===== src/rtl/uart_tx_arbiter.sv =====
// uart_tx_arbiter: round-robin, packet-locked arbiter that feeds one UART byte engine
// from N_REQ byte-stream requesters.
// Optional feature: define ARB_TIMEOUT_EN to enable the tx_complete watchdog.
//
// Handshakes:
//   requester side: a requester holds req[i]/req_byte lane i/req_last[i] stable until it sees
//     the one-cycle byte_ack[i]; it then presents its next byte or drops req[i].
//   engine side: tx_start is a one-cycle pulse; tx_byte is held from tx_start until the
//     engine returns its one-cycle tx_complete pulse.
// dbg_state exposes the FSM state (ARB_IDLE=0, ARB_LOAD=1, ARB_WAIT=2) for checkers.
module uart_tx_arbiter #(
  parameter int                       N_REQ          = 4,
  parameter int                       TIMEOUT_WIDTH  = 14,
  parameter logic [TIMEOUT_WIDTH-1:0] TIMEOUT_CYCLES = 14'd12000
) (
  input  logic               clk,
  input  logic               rst,
  input  logic [N_REQ-1:0]   req,
  input  logic [8*N_REQ-1:0] req_byte,
  input  logic [N_REQ-1:0]   req_last,
  output logic [N_REQ-1:0]   grant,
  output logic [N_REQ-1:0]   byte_ack,
  output logic               tx_start,
  output logic [7:0]         tx_byte,
  input  logic               tx_complete,
  output logic               busy,
  output logic               timeout_err,
  output logic [1:0]         dbg_state
);

  localparam int               IW  = (N_REQ > 1) ? $clog2(N_REQ) : 1;
  localparam logic [N_REQ-1:0] ONE = N_REQ'(1);

  typedef enum logic [1:0] {
    ARB_IDLE = 2'd0,
    ARB_LOAD = 2'd1,
    ARB_WAIT = 2'd2
  } arb_state_t;

  arb_state_t      state;
  arb_state_t      state_next;
  logic [IW-1:0]   grant_idx;
  logic [IW-1:0]   last_grant;
  logic [IW-1:0]   pick;
  logic [IW-1:0]   cand;
  logic            found;
  int              idx;
  logic            last_q;
  logic            do_grant;
  logic            do_send;
  logic            do_release;
  logic            timeout_hit;
  logic [7:0]      lane_byte;
  logic            lane_last;
  logic            lane_req;

  assign busy      = (state != ARB_IDLE);
  assign dbg_state = state;

  // Round-robin pick: first requester at or after last_grant+1, wrapping at N_REQ.
  always_comb begin
    pick  = last_grant;
    found = 1'b0;
    idx   = 0;
    cand  = '0;
    for (int k = 1; k <= N_REQ; k++) begin
      idx = int'(last_grant) + k;
      if (idx >= N_REQ) idx = idx - N_REQ;
      cand = IW'(idx);
      if (!found && req[cand]) begin
        found = 1'b1;
        pick  = cand;
      end
    end
  end

  // Select the owner's lane using the one-hot grant (zero lane when nobody owns the engine).
  always_comb begin
    lane_byte = 8'h00;
    lane_last = 1'b0;
    lane_req  = 1'b0;
    for (int i = 0; i < N_REQ; i++) begin
      if (grant[i]) begin
        lane_byte = req_byte[8*i +: 8];
        lane_last = req_last[i];
        lane_req  = req[i];
      end
    end
  end

  // State register.
  always_ff @(posedge clk or posedge rst) begin
    if (rst) state <= ARB_IDLE;
    else     state <= state_next;
  end

  // Next-state logic and one-cycle control strobes for the datapath.
  always_comb begin
    state_next = state;
    do_grant   = 1'b0;
    do_send    = 1'b0;
    do_release = 1'b0;
    case (state)
      ARB_IDLE: begin
        if (|req) begin
          do_grant   = 1'b1;
          state_next = ARB_LOAD;
        end
      end
      ARB_LOAD: begin
        // Owner dropping req here ends its packet early without launching a byte.
        if (lane_req) begin
          do_send    = 1'b1;
          state_next = ARB_WAIT;
        end else begin
          do_release = 1'b1;
          state_next = ARB_IDLE;
        end
      end
      ARB_WAIT: begin
        // A completion in the same cycle as the watchdog expiry wins.
        if (tx_complete) begin
          if (last_q) begin
            do_release = 1'b1;
            state_next = ARB_IDLE;
          end else begin
            state_next = ARB_LOAD;
          end
        end else if (timeout_hit) begin
          do_release = 1'b1;
          state_next = ARB_IDLE;
        end
      end
      default: state_next = ARB_IDLE;
    endcase
  end

  // Grant ownership, byte launch and release bookkeeping.
  always_ff @(posedge clk or posedge rst) begin
    if (rst) begin
      grant      <= '0;
      grant_idx  <= '0;
      last_grant <= IW'(N_REQ - 1);
      byte_ack   <= '0;
      tx_start   <= 1'b0;
      tx_byte    <= 8'h00;
      last_q     <= 1'b0;
    end else begin
      tx_start <= do_send;
      byte_ack <= do_send ? grant : '0;
      if (do_grant) begin
        grant     <= ONE << pick;
        grant_idx <= pick;
      end
      if (do_send) begin
        tx_byte <= lane_byte;
        last_q  <= lane_last;
      end
      if (do_release) begin
        grant      <= '0;
        last_grant <= grant_idx;
      end
    end
  end

`ifdef ARB_TIMEOUT_EN
  localparam logic [TIMEOUT_WIDTH-1:0] TIMEOUT_LAST = TIMEOUT_CYCLES - 1'b1;

  logic [TIMEOUT_WIDTH-1:0] timeout_cnt;

  assign timeout_hit = (state == ARB_WAIT) && (timeout_cnt == TIMEOUT_LAST);

  // Watchdog counter: restarts when a byte is launched, counts every cycle spent waiting.
  always_ff @(posedge clk or posedge rst) begin
    if (rst)                    timeout_cnt <= '0;
    else if (do_send)           timeout_cnt <= '0;
    else if (state == ARB_WAIT) timeout_cnt <= timeout_cnt + 1'b1;
  end

  // Abort pulse, suppressed when the completion arrives in the expiry cycle.
  always_ff @(posedge clk or posedge rst) begin
    if (rst) timeout_err <= 1'b0;
    else     timeout_err <= timeout_hit && !tx_complete;
  end
`else
  assign timeout_hit = 1'b0;
  assign timeout_err = 1'b0;
`endif

endmodule

===== config.mk =====
export PLATFORM = sky130hd
export DESIGN_NAME = uart_tx_arbiter
export DESIGN_NICKNAME = d
export VERILOG_FILES = /design/src/rtl/uart_tx_arbiter.sv
export SDC_FILE = /design/constraint.sdc
export NUM_CORES = 1
export LEC_CHECK = 0
export CORE_MARGIN = 3
export CORE_UTILIZATION = 30
export DETAILED_ROUTE_END_ITERATION = 10
export PLACE_DENSITY = 0.65
export SYNTH_ARGS = -nofsm -noshare
export SYNTH_HDL_FRONTEND = slang
export SYNTH_SLANG_ARGS = --single-unit

===== constraint.sdc =====
create_clock -name clk -period 2.7 [get_ports clk]
set_input_delay 0.405 -clock clk [delete_from_list [all_inputs] [get_ports clk]]
set_output_delay 0.405 -clock clk [all_outputs]
set_load 0.005 [all_outputs]

==> Word-level counts from Yosys, hierarchy flattened <==
Index checks and enable logic that the tools add are counted.
{ "word_totals": {"register_bits": 24, "input_bits": 43, "out_inout_bits": 21, "word_cells": 87} }
{ "classes": {"addsub": 8, "n_lt_le_gt_ge": 8, "eq_ne": 4, "shift": 1, "muxes": 47, "reduce_logical": 11} }
{ "op_table": {"columns": ["operator", "n"], "rows": [
  ["$mux 8", 4],
  ["$mux 1", 23],
  ["$mux 2", 11],
  ["$lt 2x3->1 const B", 4],
  ["$mux 4", 3],
  ["$ge 3x3->1 const B", 3],
  ["$bmux 1 s2", 4],
  ["$sub 2x1->2 const B", 4],
  ["$add 2x2->3 const B", 2],
  ["$pmux 2 s3", 1],
  ["$add 2x3->4 const B", 1],
  ["$ge 4x3->1 const B", 1],
  ["$ne 2x2->1 const B", 2],
  ["$reduce_bool 2->1", 2],
  ["$reduce_or 4->1", 1],
  ["$shl 1x2->4 const A", 1],
  ["$add 2x1->3 const B", 1],
  ["$logic_and 1x1->1", 3],
  ["$logic_not 1->1", 3],
  ["$eq 2x1->1 const B", 1],
  ["$eq 2x2->1 const B", 1],
  ["$logic_not 2->1", 1],
  ["$pmux 1 s2", 1],
  ["$reduce_and 2->1", 1]
]} }

==> Depth between registers and ports, before layout <==
Gate-level depths: netlist (run 1).
{ "depth": {"ltp_word": 18, "depth_mapped": 7, "mapped_depth_nobuf": 6} }

==> Worst setup path before layout (run 1) <==
Ideal clock, no wire load.
{ "synth_path": {"path_type": "register to register", "from": "register grant[1]", "to": "register last_grant[0]", "setup_time_ns": 0.082, "t_arrival_ns": 1.494, "required_ns": 2.618, "slack_ns": 1.124, "stages_incl_launch_ff": 6, "path_buffers": 0, "period_less_slack_ns": 1.576, "cell_sequence": "dfrtp_1 > a211o_1 > a21oi_2 > o21ai_2 > a21boi_4 > mux2_2"} }
{ "synth_via": {"elab_chain_cells": 5} }
{ "synth_lines": {"columns": ["element", "line_no", "rtl"], "rows": [
  ["from (decl)", "21", "output logic [N_REQ-1:0] grant,"],
  ["from (signal assigned)", "152", "grant <= ONE << pick;"],
  ["$mux 1 (3 in a row)", "83", "if (grant[i]) begin"],
  ["$mux 1", "112", "if (lane_req) begin"],
  ["$pmux 1 s2", "103", "case (state)"],
  ["to (signal assigned)", "143", "last_grant <= IW'(N_REQ - 1);"],
  ["to (signal assigned)", "161", "last_grant <= grant_idx;"],
  ["to (decl)", "43", "logic [IW-1:0] last_grant;"]
]} }
Every way passes these cells.
A chain may end at the register's enable or synchronous reset.

==> Worst setup path in the final report (run 1) <==
{ "layout_path": {"from": "register grant[2]", "to": "output grant[2]"} }
No word-level cell between the ends.

==> results.yml, run 1 <==
power:
  powerDensity_nw_per_um2: 929.7
  cellLeakagePower_nw: 0.8359
  vdd_drop_max_uv: 463.1
final_layout:
  syn_to_final_growth_pct: 52.57
  n_antenna_cell: 0
  fin_cells: 261
  final_util_pct: 49.52
  design_area_sq_um: 2081
  drive_gt1_share_pct: 7.583
  nFillCells: 403
  multi_input_area_sq_um: 683.2
  nets: 259
  seq_area_sq_um: 603.1
timing:
  worst_slew_pin_slew_ns: 0.9023
  hold_slack_ns: 0.4865
  rsz0062_at_grt: "no"
  period_share_pct: 77.29
  fmax_mhz: 479.2
  hold_viol: 0
  slew_headroom_pct: 39.72
  slew_viol_final: 0
  period_minus_slack_ns: 2.087
  timing.setup.tns_ns: 0
  skew_ns: 0.001056
  final-setup-viol-count: 0
clock_network:
  clkTransAtPathRegs_ns: 0.08
  cts-hold-fix-buffers: 0
  root_buffer: "clkbuf_8"
  insertion_delay_ns: 0.26
  cts_max_level: 1
  postCtsResizedCells: 0
  numCtsBuffers: 3
  cts_num_sinks: 24
  max-clock-path-buffers: 2
  post_cts_buffers: 0
  cts_tree: "built"
placed_design:
  routabilityCongestion: 0.7221
  post_dp_cell_area_sq_um: 2026
  dp_cells: 257
  portBuffers: 62
  dp_hpwl_um: 2608
yosys:
  synth.avg_cell_area_sq_um: 9.032
  syn_inst: 151
  syn_area_sq_um: 1364
  yosysWarnings: 0
  synthDistinctLibCells: 31
  yosysSeqAreaShare_pct: 44.22
  ys_ff_latch: 24
  synth_nets: 198
grt:
  grt_busiest_layer: "met2"
  antenna_found_initial: 0
  grt_use_total_pct: 13.38
  grt_overflow: 0
  globalRouteMet1Util_pct: 18.39
  grt_pass1_wl_um: 5692
  grt_max_degree: 25
  met3_usage_pct: 4.104
  grtUsageMet2_pct: 20.66
  grt_pass1_vias: 1194
routing:
  dr.pass1.iters: 4
  drt_first_iter_violations: 25
  routed_wl_um: 3481
  num_vias: 1244
  via_per_inst: 4.766
  ant_nets: 0
  drc_errors: 0
  wl_per_cell_um: 13.34
floorplanning:
  chipWidth_um: 73.43
  row_count: 23
  fp.coreArea_sq_um: 4202
  start_util_pct: 32.46
  dieHeight_um: 73.43
  io_pins: 64
  die_area_sq_um: 5391
setup_path:
  critPathTopFamily: "flip-flops"
  path_cells: "clkdlybuf4s50_1"
  slowest_delay_ns: 0.79
  crit_slowest_cell: "dfrtp_1"
  required_ns: 2.30
  crit_path_end_kind: "output pin"
  cp_max_fo: 23
  crit_buf_inv: 1
  critical_path_class: "reg -> out"
  worst_ep_arrival_time_ns: 1.68
  critPathLaunchType: "register"
status:
  status: "finished clean"
job:
  cap_violations: 0
worst_hold_path:
  min_path_type: "in -> async"
==> through the flow <==
stage | power, mW | setup WS (ns)
CTS | 1.972 | 0.5706
global placement | 1.712 | 0.5905
finish | 1.934 | 0.6131
detailed placement | 1.723 | 0.5674
floorplan | 1.285 | 1.124
global route | 2.105 | 0.4841
==> per-layer routing <==
metal	share of wire, %	vias to the layer above
li1	-	656
met1	45	553
met2	48	33
met3	6.6	2
met4	0.49	0
met5	0	-
==> report_power, final <==
group / leakage, nW / internal [mW] / switching (mW) / total (mW)
Combinational: 0.512 / 0.577 / 0.473 / 1.05
Clock: 0.0288 / 0.130 / 0.107 / 0.237
Sequential: 0.295 / 0.524 / 0.124 / 0.647
==> cell families after synthesis <==
logic type | share of synthesized area (%)
flops | 44.22
simple gates | 21.01
compound gates | 23.49
mux | 1.651
other cells | 0.2750
buf+inv | 5.688
fa+ha+maj | 3.670
==> cell type report <==
class / instances / share of cell area (%)
Tap cell: 50 / 3.007
Clock buffer: 4 / 2.646
Multi-Input combinational cell: 110 / 32.83
Inverter: 7 / 1.263
Sequential cell: 24 / 28.98
Timing Repair Buffer: 66 / 31.27
==> layout by cell type (no fill, tap or decap), types with 4 or more instances in the layout <==
cell,n
a21oi_1,23
a221oi_1,10
and2_1,4
buf_4,4
clkbuf_8,4
clkdlybuf4s50_1,62
dfrtp_1,22
ha_1,4
inv_1,7
nand2_1,8
nand2b_1,4
nor2_1,13
nor2b_1,10
nor3_1,9
o21ai_0,5
==> worst paths after layout <==
| path | start | endpoint | slack [ns] | cells after the start |
|---|---|---|---|---|
| worst max register to register | grant[0] | tx_byte[5] | 0.68 | 6 |
| max in group asynchronous | rst | last_grant[1] | 1.92 | 3 |
| worst max-delay path | grant[2] | grant[2] | 0.61 | 1 |
| worst min-delay path | rst | tx_start | 0.49 | 3 |
| worst min register to register | grant_idx[0] | grant_idx[0] | 0.49 | 2 |
| min in group clk | grant_idx[0] | grant_idx[0] | 0.49 | 2 |
==> Yosys cell counts, drive strengths merged <==
master   n  area (sq um)
nor3     9         45.04
clkbuf   5         18.77
conb     1         3.750
ha       4         50.05
nor2b   10         62.56
nor4     1         6.260
nand3    2         10.01
nand2    8         30.03
nor3b    1         12.51
and2     4         25.02
mux2     2         22.52
dfrtp   22         550.5
buf      5         32.53
inv      7         26.28
nand3b   2         15.01
o21ai    6         33.78
o21a     2         15.01
dfstp    2         52.55
o31ai    1         7.510
nor2    13         48.80
a22o     2         17.52
o211ai   1         7.510
a221oi  10         87.58
a21boi   1         18.77
or3      1         6.260
a211o    1         8.760
a21oi   24         123.9
nand2b   4         25.02
==> sequential cells by signal (all words and copies together) (netlist names) <==
register and flops:
byte_ack 4, dbg_state 2, grant 4, grant_idx 2, last_grant 2, last_q 1, tx_byte 8, tx_start 1
(Power assumes the default switching activity.)
==> run 2, diff against run 1 <==
- PLACE_DENSITY: 0.65 -> 0.67
- clock period: 2.7 -> 1.68 ns (I/O delays scaled with it)
==> results.yml, run 2 (same netlist as run 1, synthesis figures left out) <==
status:
  status: "finished clean"
setup_path:
  cp_max_fo: 5
  required_ns: 1.87
  r2r_end: "last_grant[0]"
  critical_path_class: "reg -> reg"
  worst_ep_arrival_time_ns: 1.81
  r2r_slack_ns: 0.07
  regToRegStartpoint: "grant[1]"
  reg2reg_depth: 5
  crit_path_end_kind: "register"
  crit_start: "grant[1]"
  critPathLaunchType: "register"
power:
  vdd_drop_max_uv: 609.4
  powerDensity_nw_per_um2: 1500
  cellLeakagePower_nw: 0.9084
  power_mw: 3.285
floorplanning:
  io_pins: 64
  chipWidth_um: 73.43
  dieHeight_um: 73.43
  fp.coreArea_sq_um: 4202
  die_area_sq_um: 5391
  row_count: 23
  start_util_pct: 32.46
final_layout:
  fin_cells: 273
  drive_gt1_share_pct: 13.90
  syn_to_final_growth_pct: 60.55
  final_common_cell: "clkdlybuf4s50_1"
  largest_registers: "tx_byte: 8 flops, byte_ack: 4 flops, grant: 4 flops"
  n_antenna_cell: 0
  largest_reg_flops: 8
  nets: 271
  final_util_pct: 52.11
  final_cell_mix: "60 x clkdlybuf4s50_1, 23 x a21oi_1, 20 x dfrtp_1, 15 x buf_4, 13 x nor2_1"
  regMostFlops: "tx_byte"
placed_design:
  portBuffers: 62
  dp_cells: 267
  routabilityCongestion: 0.8087
  dp_hpwl_um: 2774
timing:
  timing.setup.tns_ns: 0
  period_share_pct: 96.10
  rsz0062_at_grt: "yes"
  hold_viol: 0
  period_minus_slack_ns: 1.614
  slew_viol_final: 0
  fmax_mhz: 619.4
  final-setup-viol-count: 0
  hold_slack_ns: 0.3343
  skew_ns: 0.001027
worst_hold_path:
  min_path_type: "in -> async"
clock_network:
  root_buffer: "clkbuf_8"
  numCtsBuffers: 3
  insertion_delay_ns: 0.26
  cts_num_sinks: 24
  max-clock-path-buffers: 2
  cts_max_level: 1
  clkTransAtPathRegs_ns: 0.08
  cts_tree: "built"
routing:
  drc_errors: 0
  ant_nets: 0
  drt_first_iter_violations: 33
  wl_per_cell_um: 13.18
  routed_wl_um: 3599
  dr.pass1.iters: 4
  num_vias: 1334
  via_per_inst: 4.886
grt:
  antenna_found_initial: 0
  grt_pass1_wl_um: 5816
  grt_use_total_pct: 13.46
  grt_pass1_vias: 1272
  grt_max_degree: 25
  grt_overflow: 0
job:
  cap_violations: 0
run 2: cell count changes in the layout (fill, tap and decap cells not counted), sizes merged:
| cell | change |
|---|---|
| dlymetal6s2s | +1 |
| dlygate4sd2 | +1 |
| clkdlybuf4s50 | -2 |
| buf | +12 |
run 2: routing by layer:
layer  GRT usage (%)  vias to the layer above  share of wire [%]
met5               0                        -                  0
met4           2.414                        0               0.94
li1                -                      678                  -
met1           17.95                      617                 46
met2           21.85                       35                 47
met3           3.967                        4                6.2
run 2: critical path, stage by stage (launching register included):
cell      delay, ns
dfrtp_2        0.44
a211o_1        0.31
a21oi_2        0.16
o21ai_2        0.10
a21boi_4       0.19
mux2_2         0.35
run 2: how the worst max path moves through the flow:
stage,end,cells after the start
2_1_floorplan,last_grant[0],5
3_3_place_gp,last_grant[1],6
5_1_grt,tx_byte[4],7
3_5_place_dp,last_grant[0],6
4_1_cts,grant[3],6
6_report,last_grant[0],5
run 2: cell type report:
type | instances | area [sq um]
clock buffers | 4 | 55.05
repair buffers | 78 | 754.5
multi-input cells | 110 | 685.7
flip-flops and latches | 24 | 605.6
inverters | 7 | 26.28
well taps | 50 | 62.56
fillers | 410 | 2012
run 2: timing repair:
| item | in CTS | in global routing |
|---|---|---|
| endpoints found under the setup margin | 1 | 4 |
| setup buffers | 0 | 2 |
| gates resized for setup | 1 | 4 |
| hold buffers | 0 | 0 |
run 2: stage by stage:
stage                     setup slack (ns)  instance area (sq um)
after global routing             -0.006471                   2190
after detailed placement           -0.2452                   2113
after floorplan                     0.1038                   1364
after CTS                          0.03572                   2167
final                              0.06552                   2190
after global placement             -0.2062                   2113
run 2: power by group:
| part | leakage [nW] | internal [mW] | total (mW) | switching, mW |
|---|---|---|---|---|
| clock | 0.0288 | 0.209 | 0.379 | 0.170 |
| sequential | 0.293 | 0.845 | 0.994 | 0.149 |
| combinational | 0.587 | 1.06 | 1.91 | 0.853 |
| total | 0.908 | 2.11 | 3.28 | 1.17 |
==> run 3, diff against run 2 <==
- CTS_BUF_LIST: default -> sky130_fd_sc_hd__clkbuf_2 sky130_fd_sc_hd__clkbuf_4 sky130_fd_sc_hd__clkbuf_8
==> results of run 3 <==
Final layout, timing and power as in run 2 (identical DEF).
